### config.mk
export PLATFORM = sky130hd
export DESIGN_NAME = bcd_time_counter
export DESIGN_NICKNAME = d
export VERILOG_FILES = /design/src/rtl/time_pkg.sv /design/src/rtl/bcd_digit_counter.sv /design/src/rtl/bcd_time_counter.sv
export SDC_FILE = /design/constraint.sdc
export NUM_CORES = 1
export LEC_CHECK = 0
export BUFFER_PORTS_ARGS = -buffer_cell sky130_fd_sc_hd__buf_2
export CAP_MARGIN = 20
export CORE_ASPECT_RATIO = 1.25
export CORE_MARGIN = 3
export CORE_UTILIZATION = 35
export DETAILED_ROUTE_END_ITERATION = 16
export GPL_ROUTABILITY_DRIVEN = 0
export PLACE_DENSITY = 0.58
export SYNTH_ARGS = -nofsm -noshare
export SYNTH_HDL_FRONTEND = slang
export SYNTH_HIERARCHICAL = 1
export SYNTH_SLANG_ARGS = --single-unit
### constraint.sdc
create_clock -name M_CLK -period 3.5 [get_ports M_CLK]
set_input_delay 0.35 -clock M_CLK [delete_from_list [all_inputs] [get_ports M_CLK]]
set_output_delay 0.35 -clock M_CLK [all_outputs]
set_load 0.1 [all_outputs]
### src/rtl/time_pkg.sv
// Shared types and constants for the BCD time counter: FSM states, field selects, digit limits.
package time_pkg;

  typedef enum logic [1:0] {
    StStop    = 2'd0,
    StRun     = 2'd1,
    StExpired = 2'd2
  } state_e;

  localparam logic [1:0] SelMin  = 2'd0;
  localparam logic [1:0] SelSec  = 2'd1;
  localparam logic [1:0] SelHour = 2'd2;
  localparam logic [1:0] SelNone = 2'd3;

  localparam int unsigned SecMod  = 60;
  localparam logic [3:0]  OnesMax = 4'd9;

  function automatic logic [3:0] max_tens(input int unsigned modulus);
    return 4'((modulus - 1) / 10);
  endfunction

  function automatic logic [3:0] max_ones(input int unsigned modulus);
    return 4'((modulus - 1) % 10);
  endfunction

endpackage

### src/rtl/bcd_digit_counter.sv
// Two-digit BCD field counting modulo MOD; carry/borrow flag a step that wraps the field.
module bcd_digit_counter
  import time_pkg::*;
#(
  parameter int unsigned MOD = 60
) (
  input  logic       i_clk,
  input  logic       i_en,
  input  logic       i_dir,
  input  logic       i_clr,
  output logic [3:0] o_tens,
  output logic [3:0] o_ones,
  output logic       o_carry,
  output logic       o_borrow
);

  localparam logic [3:0] TensTop = max_tens(MOD);
  localparam logic [3:0] OnesTop = max_ones(MOD);

  logic [3:0] r_tens, r_ones;
  logic [3:0] w_tens, w_ones;
  logic       w_at_max, w_at_zero;

  assign w_at_max  = (r_tens == TensTop) && (r_ones == OnesTop);
  assign w_at_zero = (r_tens == 4'd0) && (r_ones == 4'd0);

  always_comb begin
    w_tens = r_tens;
    w_ones = r_ones;
    if (!i_dir) begin
      if (w_at_max) begin
        w_tens = 4'd0;
        w_ones = 4'd0;
      end else if (r_ones == OnesMax) begin
        w_ones = 4'd0;
        w_tens = r_tens + 4'd1;
      end else begin
        w_ones = r_ones + 4'd1;
      end
    end else begin
      if (w_at_zero) begin
        w_tens = TensTop;
        w_ones = OnesTop;
      end else if (r_ones == 4'd0) begin
        w_ones = OnesMax;
        w_tens = r_tens - 4'd1;
      end else begin
        w_ones = r_ones - 4'd1;
      end
    end
  end

  always_ff @(posedge i_clk) begin
    if (i_clr) begin
      r_tens <= 4'd0;
      r_ones <= 4'd0;
    end else if (i_en) begin
      r_tens <= w_tens;
      r_ones <= w_ones;
    end
  end

  assign o_tens   = r_tens;
  assign o_ones   = r_ones;
  assign o_carry  = i_en & ~i_dir & w_at_max;
  assign o_borrow = i_en & i_dir & w_at_zero;

endmodule

### src/rtl/bcd_time_counter.sv
// Stopwatch/timer: chained BCD fields with run/stop/expired FSM, field adjust and lap freeze.
module bcd_time_counter
  import time_pkg::*;
#(
  parameter int unsigned HOURS_EN = 0,
  parameter int unsigned HOUR_MOD = 24,
  parameter int unsigned MIN_MOD  = (HOURS_EN != 0) ? 60 : 100
) (
  input  logic       M_CLK,
  input  logic       RESET_N,
  input  logic       TICK,
  input  logic       ADJ_TICK,
  input  logic       ADJ,
  input  logic [1:0] SEL,
  input  logic       DIR,
  input  logic       PAUSE_P,
  input  logic       CLEAR_P,
  input  logic       LAP_P,
  output logic [3:0] HT,
  output logic [3:0] HO,
  output logic [3:0] MT,
  output logic [3:0] MO,
  output logic [3:0] ST,
  output logic [3:0] SO,
  output logic       RUNNING,
  output logic       LAP_ACTIVE,
  output logic       WRAP,
  output logic       ZERO,
  output logic       ADJ_BLINK
);

  state_e      r_state, w_state_next;
  logic        r_lap, r_wrap, r_blink;
  logic [23:0] r_disp, w_live;
  logic [3:0]  w_ht, w_ho, w_mt, w_mo, w_st, w_so;
  logic        w_clr, w_tick_ok, w_run_step, w_expire, w_adj_step, w_zero, w_at_one;
  logic        w_adj_sec, w_adj_min, w_adj_hour;
  logic        w_sec_en, w_min_en, w_hour_en, w_top_roll;
  logic        w_sec_carry, w_sec_borrow, w_min_carry, w_min_borrow, w_hr_carry, w_hr_borrow;

  assign w_live   = {w_ht, w_ho, w_mt, w_mo, w_st, w_so};
  assign w_zero   = (w_live == 24'h0);
  assign w_at_one = (w_live == 24'h000001);
  assign w_clr    = ~RESET_N | CLEAR_P;

  // A down tick never underflows in RUN: it lands on zero (or is absorbed at zero) and expires.
  assign w_tick_ok  = (r_state == StRun) & ~ADJ & TICK & ~CLEAR_P;
  assign w_run_step = w_tick_ok & ~(DIR & w_zero);
  assign w_expire   = w_tick_ok & DIR & (w_zero | w_at_one);
  assign w_adj_step = ADJ & ADJ_TICK & ~CLEAR_P;

  always_comb begin
    w_adj_sec  = 1'b0;
    w_adj_min  = 1'b0;
    w_adj_hour = 1'b0;
    if (w_adj_step) begin
      unique case (SEL)
        SelSec:  w_adj_sec  = 1'b1;
        SelMin:  w_adj_min  = 1'b1;
        SelHour: w_adj_hour = (HOURS_EN != 0);
        SelNone: ;
      endcase
    end
  end

  assign w_sec_en   = w_run_step | w_adj_sec;
  assign w_min_en   = (w_run_step & (w_sec_carry | w_sec_borrow)) | w_adj_min;
  assign w_hour_en  = (w_run_step & (w_min_carry | w_min_borrow)) | w_adj_hour;
  assign w_top_roll = (HOURS_EN != 0) ? (w_hr_carry | w_hr_borrow) : (w_min_carry | w_min_borrow);

  bcd_digit_counter #(.MOD(SecMod)) u_sec (
    .i_clk   (M_CLK),
    .i_en    (w_sec_en),
    .i_dir   (DIR),
    .i_clr   (w_clr),
    .o_tens  (w_st),
    .o_ones  (w_so),
    .o_carry (w_sec_carry),
    .o_borrow(w_sec_borrow)
  );

  bcd_digit_counter #(.MOD(MIN_MOD)) u_min (
    .i_clk   (M_CLK),
    .i_en    (w_min_en),
    .i_dir   (DIR),
    .i_clr   (w_clr),
    .o_tens  (w_mt),
    .o_ones  (w_mo),
    .o_carry (w_min_carry),
    .o_borrow(w_min_borrow)
  );

  // Held in clear when hours are disabled so the field reads as a constant zero.
  bcd_digit_counter #(.MOD(HOUR_MOD)) u_hour (
    .i_clk   (M_CLK),
    .i_en    (w_hour_en),
    .i_dir   (DIR),
    .i_clr   (w_clr | (HOURS_EN == 0)),
    .o_tens  (w_ht),
    .o_ones  (w_ho),
    .o_carry (w_hr_carry),
    .o_borrow(w_hr_borrow)
  );

  always_ff @(posedge M_CLK) begin
    if (!RESET_N) r_state <= StStop;
    else          r_state <= w_state_next;
  end

  always_comb begin
    w_state_next = r_state;
    unique case (r_state)
      StStop:    if (PAUSE_P) w_state_next = StRun;
      StRun: begin
        if (PAUSE_P)       w_state_next = StStop;
        else if (w_expire) w_state_next = StExpired;
      end
      StExpired: if (CLEAR_P || !DIR) w_state_next = StStop;
      default:   w_state_next = StStop;
    endcase
  end

  always_ff @(posedge M_CLK) begin
    if (!RESET_N) begin
      r_lap   <= 1'b0;
      r_disp  <= 24'h0;
      r_wrap  <= 1'b0;
      r_blink <= 1'b1;
    end else begin
      r_wrap <= w_run_step & w_top_roll;
      if (!ADJ)          r_blink <= 1'b1;
      else if (ADJ_TICK) r_blink <= ~r_blink;
      if (CLEAR_P) begin
        r_lap <= 1'b0;
      end else if (LAP_P) begin
        r_lap <= ~r_lap;
        if (!r_lap) r_disp <= w_live;
      end
    end
  end

  assign {HT, HO, MT, MO, ST, SO} = r_lap ? r_disp : w_live;
  assign RUNNING    = (r_state == StRun);
  assign LAP_ACTIVE = r_lap;
  assign WRAP       = r_wrap;
  assign ZERO       = w_zero;
  assign ADJ_BLINK  = r_blink;

endmodule

# After elaboration in Yosys (flattened, before gate mapping)

Cells that the tools add are included.

Add/subtract/negate cells: 8
Eq/ne operators: 13
Mux-type cells: 30
Bitwise gates (word level): 32
Reductions and logical operators: 21

Operators by type and width:

| operator                                              | number |
|---|---|
| two-way mux 4 bit                                     | 20 |
| logical NOT 24 bit                                    | 1 |
| two-way mux 24 bit                                    | 1 |
| AND 1 bit                                             | 19 |
| adder 4 x 1 -> 4 bit, second input constant           | 4 |
| equality test 16 x 1 -> 1 bit, second input constant  | 1 |
| logical NOT 4 bit                                     | 4 |
| subtractor 4 x 1 -> 4 bit, second input constant      | 4 |
| equality test 4 bit, second input constant            | 3 |
| AND reduction 3 bit                                   | 3 |
| two-way mux 2 bit                                     | 4 |
| inverter 1 bit                                        | 7 |
| inequality test 3 x 1 -> 1 bit, second input constant | 2 |
| OR 1 bit                                              | 6 |
| case mux 2 bit (3 select lines)                       | 1 |
| nonzero test 3 bit                                    | 2 |
| equality test 2 x 1 -> 1 bit, second input constant   | 2 |
| equality test 4 x 3 -> 1 bit, second input constant   | 1 |
| logical AND 1 bit                                     | 4 |
| logical NOT 2 bit                                     | 2 |
| two-way mux 1 bit                                     | 4 |
| inequality test 2 bit, second input constant          | 2 |
| AND reduction 2 bit                                   | 2 |
| inequality test 3 x 2 -> 1 bit, second input constant | 1 |
| other kinds (4)                                       | 4 |

Register bits: 45
Logic and storage cells: 113

# Logic depth before layout (Yosys ltp)

Gate-level depths: netlist (run 1).

Word-level depth: 15
Mapped depth: 18
Depth with buffers taken out: 16

# Modules after synthesis

The synthesis (run 1) kept the hierarchy.

Modules (own cells, without submodules):

| module                      | times used | cells an instance | area each (um^2) |
|---|---|---|---|
| bcd_time_counter            | 1          | 148               | 1,530.2 |
| bcd_digit_counter at u_hour | 1          | 92                | 792.0 |
| bcd_digit_counter at u_min  | 1          | 93                | 759.5 |
| bcd_digit_counter at u_sec  | 1          | 91                | 698.2 |

# Least setup slack after synthesis (run 1)

OpenSTA, ideal clock, no wires.

Path type: register -> register
From: register r_state[0]
To: register u_min.r_tens[3], in the netlist u_min/o_tens[3]
Data arrival time: 3,903 ps
Data required time: 3,370 ps
Slack: -533 ps
Cell stages (with the launch flop): 15
Period minus slack after synthesis: 4,033 ps
Cells stage by stage: dfxtp_1 > nor2b_1 > and3_2 > o21ai_0 > o21ai_0 > buf_2 > nand2_1 > nor4_1 > nor2_1 > o22ai_1 > clkbuf_1 > nand2b_1 > a21o_1 > nor4_1 > a211oi_2

Longest elaborated chain between the ends: 12

RTL lines:

| what                                 | line                    | RTL |
|---|---|---|
| from (decl)                          | bcd_time_counter.sv:32  | `state_e r_state, w_state_next;` |
| from (signal assigned)               | bcd_time_counter.sv:106 | `if (!RESET_N) r_state <= StStop;` |
| from (signal assigned)               | bcd_time_counter.sv:107 | `else r_state <= w_state_next;` |
| equality test 2 x 1 -> 1 bit         | n/a                     |  |
| net RUNNING                          | bcd_time_counter.sv:25  | `output logic RUNNING,` |
| AND 1 bit (3 in series)              | bcd_time_counter.sv:47  | `assign w_tick_ok = (r_state == StRun) & ~ADJ & TICK & ~CLEAR_P;` |
| AND 1 bit                            | bcd_time_counter.sv:48  | `assign w_run_step = w_tick_ok & ~(DIR & w_zero);` |
| OR 1 bit                             | bcd_time_counter.sv:66  | `assign w_sec_en = w_run_step \| w_adj_sec;` |
| net w_sec_en                         | bcd_time_counter.sv:38  | `logic w_sec_en, w_min_en, w_hour_en, w_top_roll;` |
| AND 1 bit (2 in series)              | bcd_digit_counter.sv:65 | `assign o_carry = i_en & ~i_dir & w_at_max;` |
| net w_sec_carry                      | bcd_time_counter.sv:39  | `logic w_sec_carry, w_sec_borrow, w_min_carry, w_min_borrow, w_hr_carry, w_hr_borrow;` |
| OR 1 bit                             | bcd_time_counter.sv:67  | `assign w_min_en = (w_run_step & (w_sec_carry \| w_sec_borrow)) \| w_adj_min;` |
| AND 1 bit                            | bcd_time_counter.sv:67  |  |
| OR 1 bit                             | bcd_time_counter.sv:67  |  |
| net w_min_en                         | bcd_time_counter.sv:38  |  |
| AND reduction 3 bit (no source line) | n/a                     |  |
| to (signal assigned)                 | bcd_digit_counter.sv:58 | `r_tens <= w_tens;` |
| to (decl)                            | bcd_digit_counter.sv:20 | `logic [3:0] r_tens, r_ones;` |

The timed path passes the listed nets, and every way through them passes these cells.
A chain may end at the register's enable or synchronous reset.

# Final worst setup path (run 1)

From: register u_sec.r_ones[3], in the netlist u_sec/o_ones[3]
To: register u_min.r_tens[3], in the netlist u_min/o_tens[3]

Longest elaborated chain between the ends: 11

RTL lines:

| what                                 | line                    | RTL |
|---|---|---|
| from (decl)                          | bcd_digit_counter.sv:20 |  |
| from (signal assigned)               | bcd_digit_counter.sv:59 | `r_ones <= w_ones;` |
| logical NOT 24 bit                   | bcd_time_counter.sv:42  | `assign w_zero = (w_live == 24'h0);` |
| AND 1 bit                            | bcd_time_counter.sv:48  |  |
| inverter 1 bit                       | bcd_time_counter.sv:48  |  |
| AND 1 bit                            | bcd_time_counter.sv:48  |  |
| OR 1 bit                             | bcd_time_counter.sv:66  |  |
| net w_sec_en                         | bcd_time_counter.sv:38  |  |
| AND 1 bit (2 in series)              | bcd_digit_counter.sv:65 |  |
| net w_sec_carry                      | bcd_time_counter.sv:39  |  |
| OR 1 bit                             | bcd_time_counter.sv:67  |  |
| AND 1 bit                            | bcd_time_counter.sv:67  |  |
| OR 1 bit                             | bcd_time_counter.sv:67  |  |
| net w_min_en                         | bcd_time_counter.sv:38  |  |
| AND reduction 3 bit (no source line) | n/a                     |  |

The timed path passes the listed nets, and every way through them passes these cells.

==> summary.md, run 1 <==
| Metric | Value |
|---|---|
| Pwr per Cell Area | `295 nW/µm²` |
| Sequential share of power | `49.3%` |
| Worst-margin pin slew | `1.02 ns` |
| HPWL reported at the end of detailed placement | `6510 µm` |
| H-tree levels | `2` |
| CP max stage delay | `0.59 ns` |
| Clock-pin slew on the worst setup and hold paths | `0.07 ns` |
| CP startpoint kind | `flop` |
| DRC | `0` |
| R2r worst-path depth | `12` |
| Clk sinks | `53` |
| DR iter-0 viols | `226` |
| RR Startpoint | `u_sec/o_ones[3]$_SDFFE_PP0P_` |
| CP max-delay cell | `dfxtp_1` |
| Ratio of cells with drive above 1 in the final layout | `23.8%` |
| Max-Cap Viols | `0` |
| WL final | `9290 µm` |
| Power share of the clock group | `39.2%` |
| Ys Warns | `6` |
| P&R area growth vs syn | `11.5%` |
| Status | `complete, no violations` |
| Crit path max fanout | `11` |
| Initial antenna violation count | `0` |
| Hold_sp | `ADJ` |
| DIE WIDTH | `98.8 µm` |
| Post-synthesis area per instance | `8.94 µm²` |
| Row cnt | `41` |
| Hold Path Depth | `2` |
| # diodes | `0` |
| Chip Height | `122 µm` |
| Pleak | `1.60 nW` |
| Mapped Area | `3770 µm²` |
| Final Util | `40.8%` |
| Final period util | `85.9%` |
| Min Tclk post-route | `3.01 ns` |
| Initial Util | `36.6%` |
| Number of hold buffers added after CTS | `0` |
| Finish-stage setup viols | `0` |
| Vias in the first global route | `3,047` |
| RR Endpoint | `u_min/o_tens[3]$_SDFFE_PP0P_` |
| Count of final hold-check violations | `0` |
| Gr usage total | `15.8%` |
| GR Overflow Total | `0` |
| Crit-path cells | `nor4_2 -> nand4_1 -> o21ai_0 -> o21ai_0 -> nand2_1 -> nor4_1 -> nor2_1 -> o22ai_2 -> nand2b_1 -> a21o_1 -> nor4_1 -> a211oi_2` |
| Setup Skew | `0.00487 ns` |
| Core ar. | `10,300 µm²` |
| Setup TNS | `0 ns` |
| Critical path class | `reg2reg` |
| Port bufs | `39` |
| Rel. slew slack | `31.7%` |
| Internal | `0.919 mW` |
| Worst Path Buf+Inv | `0` |
| Worst Hold Class | `in2reg` |
| CTS buffer count | `5` |
| Worst Path Required | `3.65 ns` |
| # IOs | `40` |
| Switching pwr | `0.320 mW` |
| Post-DRT Antenna Nets | `0` |
| Die ar. | `12,100 µm²` |
| RSZ-0062 raised after global routing | `false` |
| Commonest non-fill, non-tap cell in the layout | `dfxtp_1` |
| TritonCTS clock tree | `done` |
| Top delay family on crit path | `simple AND/OR/NAND/NOR gates` |
| DRT Pass-1 Iters | `4` |
| CTS root buf | `clkbuf_16` |
| Fin. max-slew vios | `0` |
| FMAX | `333 MHz` |
| Worst-skew pair later-pin latency | `0.29 ns` |
| DR WL/cell | `15.9 µm` |
| Vias per cell | `5.54` |
| Largest net degree at the start of global routing | `39` |
| Hold-critical path endpoint | `ADJ_BLINK$_SDFFE_PN1P_` |
| Setup slack, reg-to-reg | `0.49 ns` |
| Critical Path AT | `3.15 ns` |
| Post-layout nets | `486` |
| Post-Synthesis Cells | `422` |
| Most frequent cells in the layout | `53 x dfxtp_1, 39 x buf_2, 27 x mux2i_1` |
| Vias | `3,229` |
| First-pass GRT wire length | `15,600 µm` |
| VDD IR max | `181 µV` |
| CP Capture Type | `flop` |
| CTS Buffer Depth | `2` |
| Sw frac | `25.8%` |
| Comb power frac | `11.5%` |
area by class of cell:
class | count | area [µm²]
clock buffer | 8 | 136
fill | 1017 | 6100
inverter | 23 | 86.3
multi-input combinational | 321 | 2490
sequential | 53 | 1060
tap | 129 | 161
timing repair buffer | 49 | 270
how the worst max path moves through the flow:
stage / from / endpoint / slack [ns] / cells after the start
after floorplan: r_state[0]$_SDFFE_PN0P_ / u_min/o_tens[3]$_SDFFE_PP0P_ / 0.09 / 14
after global placement: CLEAR_P / u_min/o_tens[3]$_SDFFE_PP0P_ / 0.29 / 12
after detailed placement: CLEAR_P / u_min/o_tens[3]$_SDFFE_PP0P_ / 0.17 / 12
after CTS: u_sec/o_ones[3]$_SDFFE_PP0P_ / u_min/o_tens[3]$_SDFFE_PP0P_ / 0.29 / 12
after global routing: u_sec/o_ones[3]$_SDFFE_PP0P_ / u_min/o_tens[3]$_SDFFE_PP0P_ / 0.12 / 12
final: u_sec/o_ones[3]$_SDFFE_PP0P_ / u_min/o_tens[3]$_SDFFE_PP0P_ / 0.49 / 12
metrics by stage:
stage | setup slack, ns | instance area [µm²] | hold slack, ns | total power [mW] | cells
final | 0.493 | 4210 | 0.250 | 1.24 | 583
after floorplan | 0.0869 | 3780 | 0.422 | 0.734 | 423
after global routing | 0.118 | 4210 | 0.272 | 1.29 | 583
after CTS | 0.289 | 4200 | 0.247 | 1.25 | 583
after global placement | 0.291 | 4060 | 0.489 | 0.765 | 575
after detailed placement | 0.167 | 4060 | 0.496 | 0.766 | 575
routing by layer:
| layer | part of all wire (%) | GRT usage, % | up-vias |
|---|---|---|---|
| met5 | 0 | 0 | - |
| met4 | 1.4 | 4.61 | 0 |
| met3 | 4.6 | 3.09 | 9 |
| met2 | 48 | 26.1 | 88 |
| met1 | 47 | 20.8 | 1529 |
| li1 | - | - | 1603 |
power by group through the flow:
stage / Clock [mW] / Sequential (mW) / Combinational [mW]
2_1_floorplan: 0 / 0.632 / 0.102
3_3_place_gp: 0 / 0.624 / 0.141
3_5_place_dp: 0 / 0.625 / 0.141
4_1_cts: 0.501 / 0.611 / 0.142
5_1_grt: 0.524 / 0.611 / 0.153
6_report: 0.486 / 0.611 / 0.142
sequential cells by signal, indices dropped and copies added (netlist names):
signal and count:
u_min/o_tens 4, r_disp 24, r_state 2, WRAP 1
u_sec/o_ones 4, u_hour/o_ones 4, LAP_ACTIVE 1, u_sec/o_tens 4
u_hour/o_tens 4, u_min/o_ones 4, ADJ_BLINK 1
timing repair:
action / in CTS / in global routing
buffers inserted: 0 / 0
resized for setup: 0 / 1
endpoints found under the setup margin: 0 / 4
No activity file was read; power rests on OpenSTA's default activity.
==> inputs of run 2 (changes only) <==
--- a/config.mk
+++ b/config.mk
@@ -9,10 +9,10 @@
 export CAP_MARGIN = 20
 export CORE_ASPECT_RATIO = 1.25
 export CORE_MARGIN = 3
-export CORE_UTILIZATION = 35
+export CORE_UTILIZATION = 40
+export CTS_CLUSTER_SIZE = 28
 export DETAILED_ROUTE_END_ITERATION = 16
-export GPL_ROUTABILITY_DRIVEN = 0
-export PLACE_DENSITY = 0.58
+export PLACE_DENSITY = 0.64
 export SYNTH_ARGS = -nofsm -noshare
 export SYNTH_HDL_FRONTEND = slang
 export SYNTH_HIERARCHICAL = 1
==> summary.md, run 2 (synthesized netlist as in run 1, its figures left out) <==
| Metric | Value |
|---|---|
| Worst Hold Class | `in2reg (unchanged)` |
| TritonCTS clock tree | `done (unchanged)` |
| Setup slack, reg-to-reg | `0.47 ns (was 0.49 ns)` |
| CP max-delay cell | `dfxtp_1 (unchanged)` |
| Final period util | `86.6% (was 85.9%)` |
| Core ar. | `9170 µm² (was 10,300 µm²)` |
| VDD IR max | `174 µV (was 181 µV)` |
| CP Capture Type | `flop (unchanged)` |
| CTS root buf | `clkbuf_16 (unchanged)` |
| Layout fillers | `946 (was 1,017)` |
| Chip Height | `115 µm (was 122 µm)` |
| Row cnt | `39 (was 41)` |
| DRC | `0 (unchanged)` |
| DR iter-0 viols | `276 (was 226)` |
| Max-Cap Viols | `0 (unchanged)` |
| H-tree levels | `2 (unchanged)` |
| Count of final hold-check violations | `0 (unchanged)` |
| Pwr per Cell Area | `300 nW/µm² (was 295 nW/µm²)` |
| Cts repair resizes | `0 (unchanged)` |
| CTS Buffer Depth | `2 (unchanged)` |
| Finish-stage setup viols | `0 (unchanged)` |
| P&R area growth vs syn | `10.7% (was 11.5%)` |
| Layout Cells excl Fill | `573 (was 583)` |
| Rel. slew slack | `32.0% (was 31.7%)` |
| Initial antenna violation count | `0 (unchanged)` |
| Post-layout nets | `483 (was 486)` |
| FMAX | `330 MHz (was 333 MHz)` |
| Ratio of cells with drive above 1 in the final layout | `23.3% (was 23.8%)` |
| Status | `complete, no violations (unchanged)` |
| Clk sinks | `53 (unchanged)` |
| DRT Pass-1 Iters | `5 (was 4)` |
| RR Startpoint | `u_sec/o_ones[3]$_SDFFE_PP0P_ (unchanged)` |
| Hold Path Depth | `2 (unchanged)` |
| # diodes | `0 (unchanged)` |
| RSZ-0062 raised after global routing | `false (unchanged)` |
| HPWL reported at the end of detailed placement | `6280 µm (was 6510 µm)` |
| Worst Path Required | `3.65 ns (about the same)` |
| GPL Wtd Cong | `0.884` |
| Vias per cell | `5.58 (was 5.54)` |
| Clock-pin slew on the worst setup and hold paths | `0.07 ns (about the same)` |
| Vias in the first global route | `2,982 (was 3,047)` |
| Crit path max fanout | `11 (unchanged)` |
| Cells after DPL | `566 (was 575)` |
| Fin. max-slew vios | `0 (unchanged)` |
| Setup Skew | `0.00321 ns (was 0.00487 ns)` |
| Gr usage total | `17.2% (was 15.8%)` |
| GR Overflow Total | `0 (unchanged)` |
| Port bufs | `39 (unchanged)` |
| Most frequent cells in the layout | `53 x dfxtp_1, 39 x buf_2, 27 x mux2i_1 (unchanged)` |
| Critical Path AT | `3.18 ns (was 3.15 ns)` |
| Largest net degree at the start of global routing | `53 (was 39)` |
| Hold-critical path endpoint | `ADJ_BLINK$_SDFFE_PN1P_ (unchanged)` |
| R2r worst-path depth | `14 (was 12)` |
| DR WL/cell | `15.4 µm (was 15.9 µm)` |
| Number of hold buffers added after CTS | `0 (unchanged)` |
| Register area | `1060 µm² (unchanged)` |
| Post-DRT Antenna Nets | `0 (unchanged)` |
| Initial Util | `41.1% (was 36.6%)` |
| First-pass GRT wire length | `14,900 µm (was 15,600 µm)` |
| DIE WIDTH | `92.8 µm (was 98.8 µm)` |
| Setup TNS | `0 ns (unchanged)` |
| Vias | `3,197 (was 3,229)` |
| Pleak | `1.59 nW (was 1.60 nW)` |
| Crit-path cells | `nor4_2 -> nand4_1 -> o21ai_0 -> buf_4 -> o21ai_0 -> nand2_1 -> nor4_1 -> nor2_1 -> o22ai_1 -> buf_4 -> nand2b_1 -> a21o_1 -> nor4_1 -> a211oi_2 (was nor4_2 -> nand4_1 -> o21ai_0 -> o21ai_0 -> nand2_1 -> nor4_1 -> nor2_1 -> o22ai_2 -> nand2b_1 -> a21o_1 -> nor4_1 -> a211oi_2)` |
| WL final | `8820 µm (was 9290 µm)` |
| Commonest non-fill, non-tap cell in the layout | `dfxtp_1 (unchanged)` |
| CP startpoint kind | `flop (unchanged)` |
| Number of flip-flops in the largest register | `24 (unchanged)` |
| Top reg by flops | `r_disp (unchanged)` |
| Worst-margin pin slew | `1.02 ns (about the same)` |
| Critical path class | `reg2reg (unchanged)` |
| Hold_sp | `ADJ (unchanged)` |
| Die ar. | `10,600 µm² (was 12,100 µm²)` |
| RR Endpoint | `u_min/o_tens[3]$_SDFFE_PP0P_ (unchanged)` |
| # IOs | `40 (unchanged)` |
| CTS buffer count | `5 (unchanged)` |
| Min Tclk post-route | `3.03 ns (was 3.01 ns)` |
| Worst-skew pair later-pin latency | `0.29 ns (about the same)` |
| Area of the multi-input gates | `2480 µm² (was 2490 µm²)` |
| CP max stage delay | `0.58 ns (was 0.59 ns)` |
| Postcts setup bufs | `0 (unchanged)` |
-- run 2: cell types whose count changed in the layout (fill, tap and decap cells not counted) --
| cell | delta |
|---|---|
| buf_4 | -3 |
| clkbuf_1 | -2 |
| clkbuf_8 | +1 |
| o22ai_1 | +1 |
| o22ai_2 | -1 |
-- run 2: area by class of cell --
type	instances	share of cell area [%]
Clock buffer	7	3.42
Inverter	23	2.07
Tap cell	123	3.68
Timing Repair Buffer	46	5.93
Multi-Input combinational cell	321	59.5
Sequential cell	53	25.4
-- run 2: power breakdown --
group	leakage [nW]	switching, mW	internal, mW
clock	0.0700	0.219	0.282
sequential	0.427	0.00745	0.606
combinational	1.09	0.0929	0.0445
-- run 2: critical path, delay by kind of cell (launching register included) --
kind                   cells  cell delay [ns]
AND/OR/NAND/NOR            7             1.14
AO/OA/AOI/OAI              5             0.82
flip-flops                 1             0.58
buffers and inverters      2             0.34
-- run 2: worst max-delay path by stage --
stage | from | to | slack, ns | depth (start not counted)
floorplan | r_state[0]$_SDFFE_PN0P_ | u_min/o_tens[3]$_SDFFE_PP0P_ | 0.09 | 14
detailed placement | CLEAR_P | u_min/o_tens[3]$_SDFFE_PP0P_ | 0.53 | 13
global placement | u_sec/o_ones[3]$_SDFFE_PP0P_ | u_min/o_tens[3]$_SDFFE_PP0P_ | 0.63 | 14
finish | u_sec/o_ones[3]$_SDFFE_PP0P_ | u_min/o_tens[3]$_SDFFE_PP0P_ | 0.47 | 14
CTS | u_min/o_tens[2]$_SDFFE_PP0P_ | u_min/o_tens[3]$_SDFFE_PP0P_ | 0.52 | 14
global route | u_min/o_ones[2]$_SDFFE_PP0P_ | u_min/o_tens[2]$_SDFFE_PP0P_ | 0.06 | 14
-- run 2: stage by stage --
stage	setup slack (ns)	utilization (%)	power (mW)	cell area, µm²	hold WS [ns]
floorplan	0.0869	-	0.734	3780	0.422
global placement	0.635	44.0	0.764	4030	0.490
detailed placement	0.526	44.0	0.764	4030	0.495
CTS	0.519	45.5	1.27	4180	0.252
global route	0.0602	45.5	1.30	4180	0.270
finish	0.469	45.5	1.25	4180	0.253
-- run 2: layer usage --
layer	track usage (%)	vias to the layer above	wire length, µm
met5	0	-	0
met4	4.79	0	113
met3	3.29	8	375
met2	28.3	80	4180
met1	23.0	1518	4150
li1	-	1591	-
